[src/rtl/pattern_adc_decoder.sv]
// Slices ADC samples into a hysteretic line level and decodes fixed-width slot frames into pattern words.
// Latency: sample -> level 2 clk; pat_valid/done one clk after the last slot's final cycle.
// No backpressure: pat_valid/gap_err/done are single-cycle pulses and must be taken when they appear.
module pattern_adc_decoder #(
  parameter int _PAT_WIDTH = 8,
  parameter int _ADC_WIDTH = 8
) (
  input  logic                   clk,
  input  logic                   rst_n,
  input  logic                   cap_en,
  input  logic [_ADC_WIDTH-1:0]  adc_data,
  input  logic [_ADC_WIDTH-1:0]  th_hi,
  input  logic [_ADC_WIDTH-1:0]  th_lo,
  input  logic [7:0]             duty_num,
  input  logic [15:0]            gap_min,
  input  logic [7:0]             frame_num,
  output logic [_PAT_WIDTH-1:0]  pat_out,
  output logic                   pat_valid,
  output logic [7:0]             frame_cnt,
  output logic                   gap_err,
  output logic                   busy,
  output logic                   done
);

  localparam int BW = (_PAT_WIDTH > 1) ? $clog2(_PAT_WIDTH) : 1;

  typedef enum logic [1:0] {IDLE, HUNT, SLOT, GAP} state_t;

  state_t                  state_q, state_d;
  logic [_ADC_WIDTH-1:0]   adc_q, adc_d;
  logic                    level_q, level_d;
  logic                    level_dly_q, level_dly_d;
  logic [7:0]              slot_cnt_q, slot_cnt_d;
  logic [BW-1:0]           bit_idx_q, bit_idx_d;
  logic [_PAT_WIDTH-1:0]   shreg_q, shreg_d;
  logic [15:0]             gap_cnt_q, gap_cnt_d;
  logic [_PAT_WIDTH-1:0]   pat_out_q, pat_out_d;
  logic                    pat_valid_q, pat_valid_d;
  logic [7:0]              frame_cnt_q, frame_cnt_d;
  logic                    gap_err_q, gap_err_d;
  logic                    busy_q, busy_d;
  logic                    done_q, done_d;

  logic                    rise;
  logic                    start_frame;
  logic [7:0]              cur_slot, step_slot;
  logic [BW-1:0]           cur_bit, step_bit;
  logic [_PAT_WIDTH-1:0]   cur_shreg, step_shreg;
  logic                    frame_end;
  logic                    run_slot;
  logic [7:0]              frame_cnt_inc;

  assign rise = level_q & ~level_dly_q;

  // A frame may begin from HUNT on any rise, or from GAP once the low gap is long enough.
  assign start_frame = rise && ((state_q == HUNT) ||
                                ((state_q == GAP) && (gap_cnt_q >= gap_min)));

  // Front end: register the sample, then slice with hysteresis (set wins if thresholds overlap).
  always_comb begin
    adc_d       = adc_data;
    level_d     = level_q;
    level_dly_d = level_q;
    if (adc_q >= th_hi) begin
      level_d = 1'b1;
    end else if (adc_q <= th_lo) begin
      level_d = 1'b0;
    end
  end

  // One slot-cycle step; the rise cycle itself is slot 0 of bit 0 with a cleared shift register.
  always_comb begin
    cur_slot  = slot_cnt_q;
    cur_bit   = bit_idx_q;
    cur_shreg = shreg_q;
    if (start_frame) begin
      cur_slot  = '0;
      cur_bit   = '0;
      cur_shreg = '0;
    end
    step_shreg = cur_shreg;
    if (cur_slot == (duty_num >> 1)) begin
      step_shreg[cur_bit] = level_q;
    end
    step_slot = cur_slot + 8'd1;
    step_bit  = cur_bit;
    frame_end = 1'b0;
    if (cur_slot == duty_num) begin
      step_slot = '0;
      step_bit  = cur_bit + BW'(1);
      frame_end = (cur_bit == BW'(_PAT_WIDTH - 1));
    end
  end

  // Capture FSM: next state, counters and output pulses.
  always_comb begin
    state_d       = state_q;
    slot_cnt_d    = slot_cnt_q;
    bit_idx_d     = bit_idx_q;
    shreg_d       = shreg_q;
    gap_cnt_d     = gap_cnt_q;
    pat_out_d     = pat_out_q;
    pat_valid_d   = 1'b0;
    frame_cnt_d   = frame_cnt_q;
    gap_err_d     = 1'b0;
    done_d        = 1'b0;
    run_slot      = 1'b0;
    frame_cnt_inc = frame_cnt_q + 8'd1;

    if ((state_q != IDLE) && !cap_en) begin
      // Abort: partial frame dropped, pat_out and frame_cnt keep their values.
      state_d = IDLE;
    end else begin
      case (state_q)
        IDLE: begin
          if (cap_en) begin
            state_d     = HUNT;
            frame_cnt_d = '0;
          end
        end
        HUNT: begin
          if (start_frame) run_slot = 1'b1;
        end
        SLOT: begin
          run_slot = 1'b1;
        end
        GAP: begin
          if (start_frame) begin
            run_slot = 1'b1;
          end else if (rise) begin
            // Early rise: not a frame start; wait for a fresh rise in HUNT.
            gap_err_d = 1'b1;
            state_d   = HUNT;
          end else if (!level_q && (gap_cnt_q != 16'hFFFF)) begin
            gap_cnt_d = gap_cnt_q + 16'd1;
          end
        end
        default: state_d = IDLE;
      endcase

      if (run_slot) begin
        state_d    = SLOT;
        slot_cnt_d = step_slot;
        bit_idx_d  = step_bit;
        shreg_d    = step_shreg;
        if (frame_end) begin
          pat_out_d   = step_shreg;
          pat_valid_d = 1'b1;
          frame_cnt_d = frame_cnt_inc;
          gap_cnt_d   = '0;
          state_d     = GAP;
          if ((frame_num != 8'd0) && (frame_cnt_inc == frame_num)) begin
            done_d  = 1'b1;
            state_d = IDLE;
          end
        end
      end
    end

    busy_d = (state_d != IDLE);
  end

  // State and datapath registers, all cleared by the asynchronous reset.
  always_ff @(posedge clk or negedge rst_n) begin
    if (!rst_n) begin
      state_q     <= IDLE;
      adc_q       <= '0;
      level_q     <= 1'b0;
      level_dly_q <= 1'b0;
      slot_cnt_q  <= '0;
      bit_idx_q   <= '0;
      shreg_q     <= '0;
      gap_cnt_q   <= '0;
      pat_out_q   <= '0;
      pat_valid_q <= 1'b0;
      frame_cnt_q <= '0;
      gap_err_q   <= 1'b0;
      busy_q      <= 1'b0;
      done_q      <= 1'b0;
    end else begin
      state_q     <= state_d;
      adc_q       <= adc_d;
      level_q     <= level_d;
      level_dly_q <= level_dly_d;
      slot_cnt_q  <= slot_cnt_d;
      bit_idx_q   <= bit_idx_d;
      shreg_q     <= shreg_d;
      gap_cnt_q   <= gap_cnt_d;
      pat_out_q   <= pat_out_d;
      pat_valid_q <= pat_valid_d;
      frame_cnt_q <= frame_cnt_d;
      gap_err_q   <= gap_err_d;
      busy_q      <= busy_d;
      done_q      <= done_d;
    end
  end

  assign pat_out   = pat_out_q;
  assign pat_valid = pat_valid_q;
  assign frame_cnt = frame_cnt_q;
  assign gap_err   = gap_err_q;
  assign busy      = busy_q;
  assign done      = done_q;

endmodule

[config.mk]
export PLATFORM = sky130hd
export DESIGN_NAME = pattern_adc_decoder
export DESIGN_NICKNAME = d
export VERILOG_FILES = /design/src/rtl/pattern_adc_decoder.sv
export SDC_FILE = /design/constraint.sdc
export NUM_CORES = 1
export LEC_CHECK = 0
export CORE_AREA = 2 2 84 126
export CTS_CLUSTER_DIAMETER = 80
export DETAILED_ROUTE_END_ITERATION = 12
export DIE_AREA = 0 0 86 128
export DONT_BUFFER_PORTS = 1
export HOLD_SLACK_MARGIN = 0.08
export MAX_ROUTING_LAYER = met4
export PLACE_DENSITY = 0.69
export SLEW_MARGIN = 20
export SYNTH_ARGS = -nofsm -noshare
export SYNTH_HDL_FRONTEND = slang
export SYNTH_SLANG_ARGS = --single-unit
[constraint.sdc]
create_clock -name clk -period 7.7 [get_ports clk]
set_input_delay 1.54 -clock clk [delete_from_list [all_inputs] [get_ports clk]]
set_output_delay 1.54 -clock clk [all_outputs]
set_load 0.03 [all_outputs]
== Yosys cells after proc, flatten, opt, wreduce, memory -nomap -nowiden ==
Cells that the tools add are included.
Storage, ports and cells
  input port bits: 59
  output and inout bits: 20
  word-level logic and storage cells: 95
  register bits after elaboration: 67
Operators by class
  bitwise operators: 3
  reductions and logical operators: 17
  multiplexer cells: 44
  order comparisons: 5
  add/subtract/negate cells: 4
  eq/ne operators: 8
Operators with widths (number)
  two-way mux 16 bit: 6
  two-way mux 8 bit: 8
  two-way mux 1 bit: 17
  adder 16 x 1 -> 16 bit, second input constant: 1
  adder 8 x 1 -> 8 bit, second input constant: 2
  equality test 8 bit: 2
  >= comparator 16 bit: 1
  inequality test 16 bit, second input constant: 1
  two-way mux 2 bit: 7
  bitwise mux 8 bit: 1
  equality test 8 x 7 -> 1 bit: 1
  >= comparator 8 bit: 1
  less-or-equal comparator 8 bit: 1
  nonzero test 8 bit: 1
  logical AND 1 bit: 6
  two-way mux 3 bit: 2
  nonzero test 2 bit: 3
  equality test 2 bit, second input constant: 2
  less-than comparator 3 x 4 -> 1 bit, second input constant: 1
  case mux 2 bit (2 select lines): 1
  adder 3 x 1 -> 3 bit, second input constant: 1
  demux 1 bit (select 3 bit): 1
  equality test 3 bit, second input constant: 1
  >= comparator 3 x 1 -> 1 bit, second input constant: 1
  other kinds (10): 12

== Longest topological paths before layout ==
  word-level depth: 11
  gate-level depth with buffers: 20
  gate-level depth less buffers: 18

== Worst setup path before layout ==
No wires, ideal clock.
  path type: in2reg
  start: input port gap_min[0]
  end: register frame_cnt_q[2], in the netlist frame_cnt[2]
  library setup time: 0.130 ns
  stages: 17
  arrival time: 4.474 ns
  buffers on the path: 4
  data required time: 7.570 ns
  slack: 3.096 ns
  cells stage by stage: ha_1 -> nand2b_1 -> a2111o_1 -> a32oi_2 -> a21o_2 -> buf_2 -> and3_1 -> clkbuf_1 -> ha_1 -> ha_1 -> o211ai_1 -> o22ai_1 -> and2_1 -> buf_6 -> buf_12 -> mux2i_1 -> a221oi_2
On the way
  longest elaborated chain between the ends: 9
  elaborated cells between the ends (all ways): 14
  classes of those cells: order compare (1); eq/ne (2); mux (8); reduce/logical (3)
Ends and longest elaborated chain
  from (decl): line 15  | input logic [15:0] gap_min,
  >= comparator 16 bit *: line 57  | ((state_q == GAP) && (gap_cnt_q >= gap_min)));
  logical AND 1 bit *: line 57
  logical OR 1 bit *: line 56  | assign start_frame = rise && ((state_q == HUNT) ||
  logical AND 1 bit *: line 56
  two-way mux 8 bit / two-way mux 3 bit (equally long branches): line 76  | if (start_frame) begin
  equality test 8 bit / equality test 3 bit (equally long branches): line 88, 91
  two-way mux 1 bit: line 88  | if (cur_slot == duty_num) begin
  two-way mux 8 bit: line 146  | if (frame_end) begin
  two-way mux 8 bit *: line 141  | if (run_slot) begin
  to (signal assigned): line 191  | frame_cnt_q <= frame_cnt_d;
  to (decl): line 39  | logic [7:0] frame_cnt_q, frame_cnt_d;
Mark *: on every way between the ends. The rest lies on a longest branch, timed or not. The select of a mux whose other input is x is not followed.
A chain may end at the register's enable or synchronous reset.

== Worst setup path in the final report ==
  start: input port gap_min[13]
  end: register frame_cnt_q[4], in the netlist frame_cnt[4]
Same word-level chain as after synthesis.

==> flow_summary.ini <==
[synthesis]
synth.area.top_cells = dfrtp_1 (34%), ha_1 (11%), nand2_1 (3.7%), nor2_1 (3.7%), xor2_1 (3.6%)
ys_ff_latch = 67
synth_flop_cell = dfrtp_1
synth_most_common_cell = dfrtp_1
yosysTopAreaCell = dfrtp_1
syn_avg_cell_area_um2 = 8.95
syn_area_um2 = 4880
yosysSeqAreaShare_pct = 34.4
synth_top_area_share_pct = 34.4
synth_edf_count = 0
synth_cell_type_count = 69
yosysWarnings = 0
synth_nets = 645
syn_inst = 545
netlist_top_cells_count = dfrtp_1 (67), nand2_1 (48), nor2_1 (48), inv_1 (44), ha_1 (41)
async_reset_ff_share_pct = 100

[grt]
antenna_found_initial = 0
grt_pass1_wl_mm = 18.5
track_usage_pct = 21.7
overflow = 0
grt_max_degree = 68
grt_pass1_vias = 3925

[timing]
period_share_pct = 75.6
slew_headroom_pct = 43.8
rsz0062_at_grt = false
fin_tns_setup_ns = 0
drv_slew = 0
timing.fmax_mhz = 172
whs_ns = 0.490
skew_ns = 0.00603
worst_pin_slew_ns = 0.839
min_period_ns = 5.82
hold_viol = 0
setup_viol = 0

[detailed_routing]
drc = 0
wl_mm = 11.1
viasPerCell = 6.01
drt-initial-drc-count = 173
num_vias = 3906
wire_per_inst_um = 17.1
ant_nets = 0
drt-pass1-iter-count = 4

[clock_network]
cts-htree-levels = 3
cts_sinks = 67
clkTransAtPathRegs_ns = 0.05
cts_resized = 0
numCtsBuffers = 9
ctsHoldBuffers = 0
root_buffer = clkbuf_16
cts_setup_buffers = 0
clockBufferDepth = 2
cts_tree = done
insertion_delay_ns = 0.33

[setup_path]
critPathLaunchType = input port
crit_family = simple AND/OR/NAND/NOR gates
critPathLaunch = gap_min[13]
path_cells = inv_1 > ha_1 > a21oi_1 > o21ai_0 > nor4_1 > a21oi_2 > nor2_1 > nand2_1 > inv_1 > ha_1 > ha_1 > o211ai_1 > o22ai_1 > and2_1 > nand2_4 > clkinv_2 > a21oi_1 > nor3b_2
critical_path.slowest_cell = nor4_1
crit_path_frequent_cell = ha_1
cpPeakStageDelay_ns = 0.72
crit_arrival_ns = 6.07
cp.required_ns = 7.95
rr_startpoint = gap_cnt_q[13]$_DFFE_PN0N_
crit_fanout = 33
critPathBufInv = 3
worstSetupPathType = input port to flip-flop
end_kind = flip-flop

[min_path]
worstHoldStart = shreg_q[5]$_DFFE_PN0P_
hp-class = flip-flop to flip-flop

[power]
seq_power_share_pct = 37.4
netSwitchingPower_uw = 416
peakVddDrop_uv = 135
p_total_uw = 1250
switching_share_pct = 33.3
internal_power_uw = 836
leakage_uw = 0.00254
p_comb_share_pct = 25.4
clockPowerShare_pct = 37.1
power_density_nw_per_um2 = 243

[floorplan]
dieArea_um2 = 11000
io_pins = 79
num_rows = 45
core-area_um2 = 9970
die_w_um = 86
dieHeight_um = 128
start_util_pct = 49.0

[cells_and_area]
ff_latch_area_um2 = 1680
utilization_pct = 51.7
fillers = 922
area_growth_pct = 5.62
fin_nets = 628
drive_gt1_share_pct = 6.75
multi_input_area_um2 = 2820
n_antenna_cell = 0

[placed_design]
dp_hpwl_mm = 8.34
gp_congestion = 0.882
io_buffer_count = 0

[job]
drv_cap = 0

[status]
status = complete, no violations
-- layer usage --
layer  wire (µm)  track usage, %  vias up
met2        5950            39.1      104
met1        4290            22.6     1851
li1            -               -     1922
met5           0               -        -
met3         543            4.12       29
met4         364            9.34        0
-- tightest hold or removal path, stage by stage, from the launching register on --
cell,delay [ns]
dfrtp_1,0.35
nand2_1,0.05
nand3_1,0.05
-- flip-flops by register name, indices dropped and copies added, names as in the netlist --
| signal | count |
|---|---|
| bit_idx_q | 3 |
| done | 1 |
| busy | 1 |
| gap_err | 1 |
| pat_valid | 1 |
| shreg_q | 8 |
| level_dly_q | 1 |
| state_q | 2 |
| gap_cnt_q | 16 |
| frame_cnt | 8 |
| level_dly_d | 1 |
| pat_out | 8 |
| adc_q | 8 |
| slot_cnt_q | 8 |
-- through the flow --
| step | worst slack, ns | instances | cell area [µm²] |
|---|---|---|---|
| floorplan | 3.10 | 545 | 4880 |
| finish | 1.88 | 650 | 5150 |
| CTS | 1.84 | 650 | 5150 |
| global placement | 1.81 | 634 | 4810 |
| detailed placement | 1.49 | 634 | 4810 |
| global route | 1.36 | 650 | 5150 |
-- worst paths after layout --
path	to	slack, ns	depth (start not counted)
min in group asynchronous	pat_out[7]$_DFFE_PN0P_	0.90	0
worst min register to register	shreg_q[5]$_DFFE_PN0P_	0.49	2
max in group asynchronous	state_q[1]$_DFF_PN0_	6.68	0
worst max register to register	frame_cnt[4]$_DFFE_PN0N_	2.68	17
worst max-delay path	frame_cnt[4]$_DFFE_PN0N_	1.88	18
worst min-delay path	shreg_q[5]$_DFFE_PN0P_	0.49	2
-- layout make-up --
class,instances,area share (%)
multi-input cells,405,54.7
flip-flops and latches,67,32.5
clock buffers,13,5.25
inverters,45,3.30
well taps,117,2.84
clock inverters,3,1.34
-- layout by cell type, fill, tap and decap left out, types with 3 or more instances in the layout --
cell	instances
a211oi_1	3
a21o_1	8
a21oi_1	20
a221o_1	5
a22o_1	7
a31o_2	3
a31oi_1	6
a41o_1	3
and2_1	5
and3_1	10
and4_1	4
clkbuf_16	9
clkbuf_8	3
dfrtp_1	67
ha_1	41
inv_1	44
mux2i_1	3
nand2_1	48
nand2b_1	4
nand3_1	25
nand4_1	15
nor2_1	48
nor3_1	10
nor4_1	4
o211a_1	8
o211ai_1	6
o21a_1	5
o21ai_0	18
o22a_1	5
o22ai_1	4
o31ai_1	9
or2_2	3
xnor2_1	16
xor2_1	20
-- power by group through the flow --
stage	sequential [µW]	clock (µW)	combinational, µW
detailed placement	473	0	318
global route	476	494	360
CTS	467	472	319
floorplan	425	0	310
finish	469	465	319
global placement	470	0	308
-- logic make-up after synthesis --
family          Yosys count  share of synthesized area [%]
mux                       4                          0.846
simple gates            196                           20.4
buf+inv                  73                           7.82
xor+xnor                 36                           6.46
flops                    67                           34.4
compound gates          127                           19.4
fa+ha+maj                42                           10.7
Note: power is estimated with default switching activity, not from simulation.
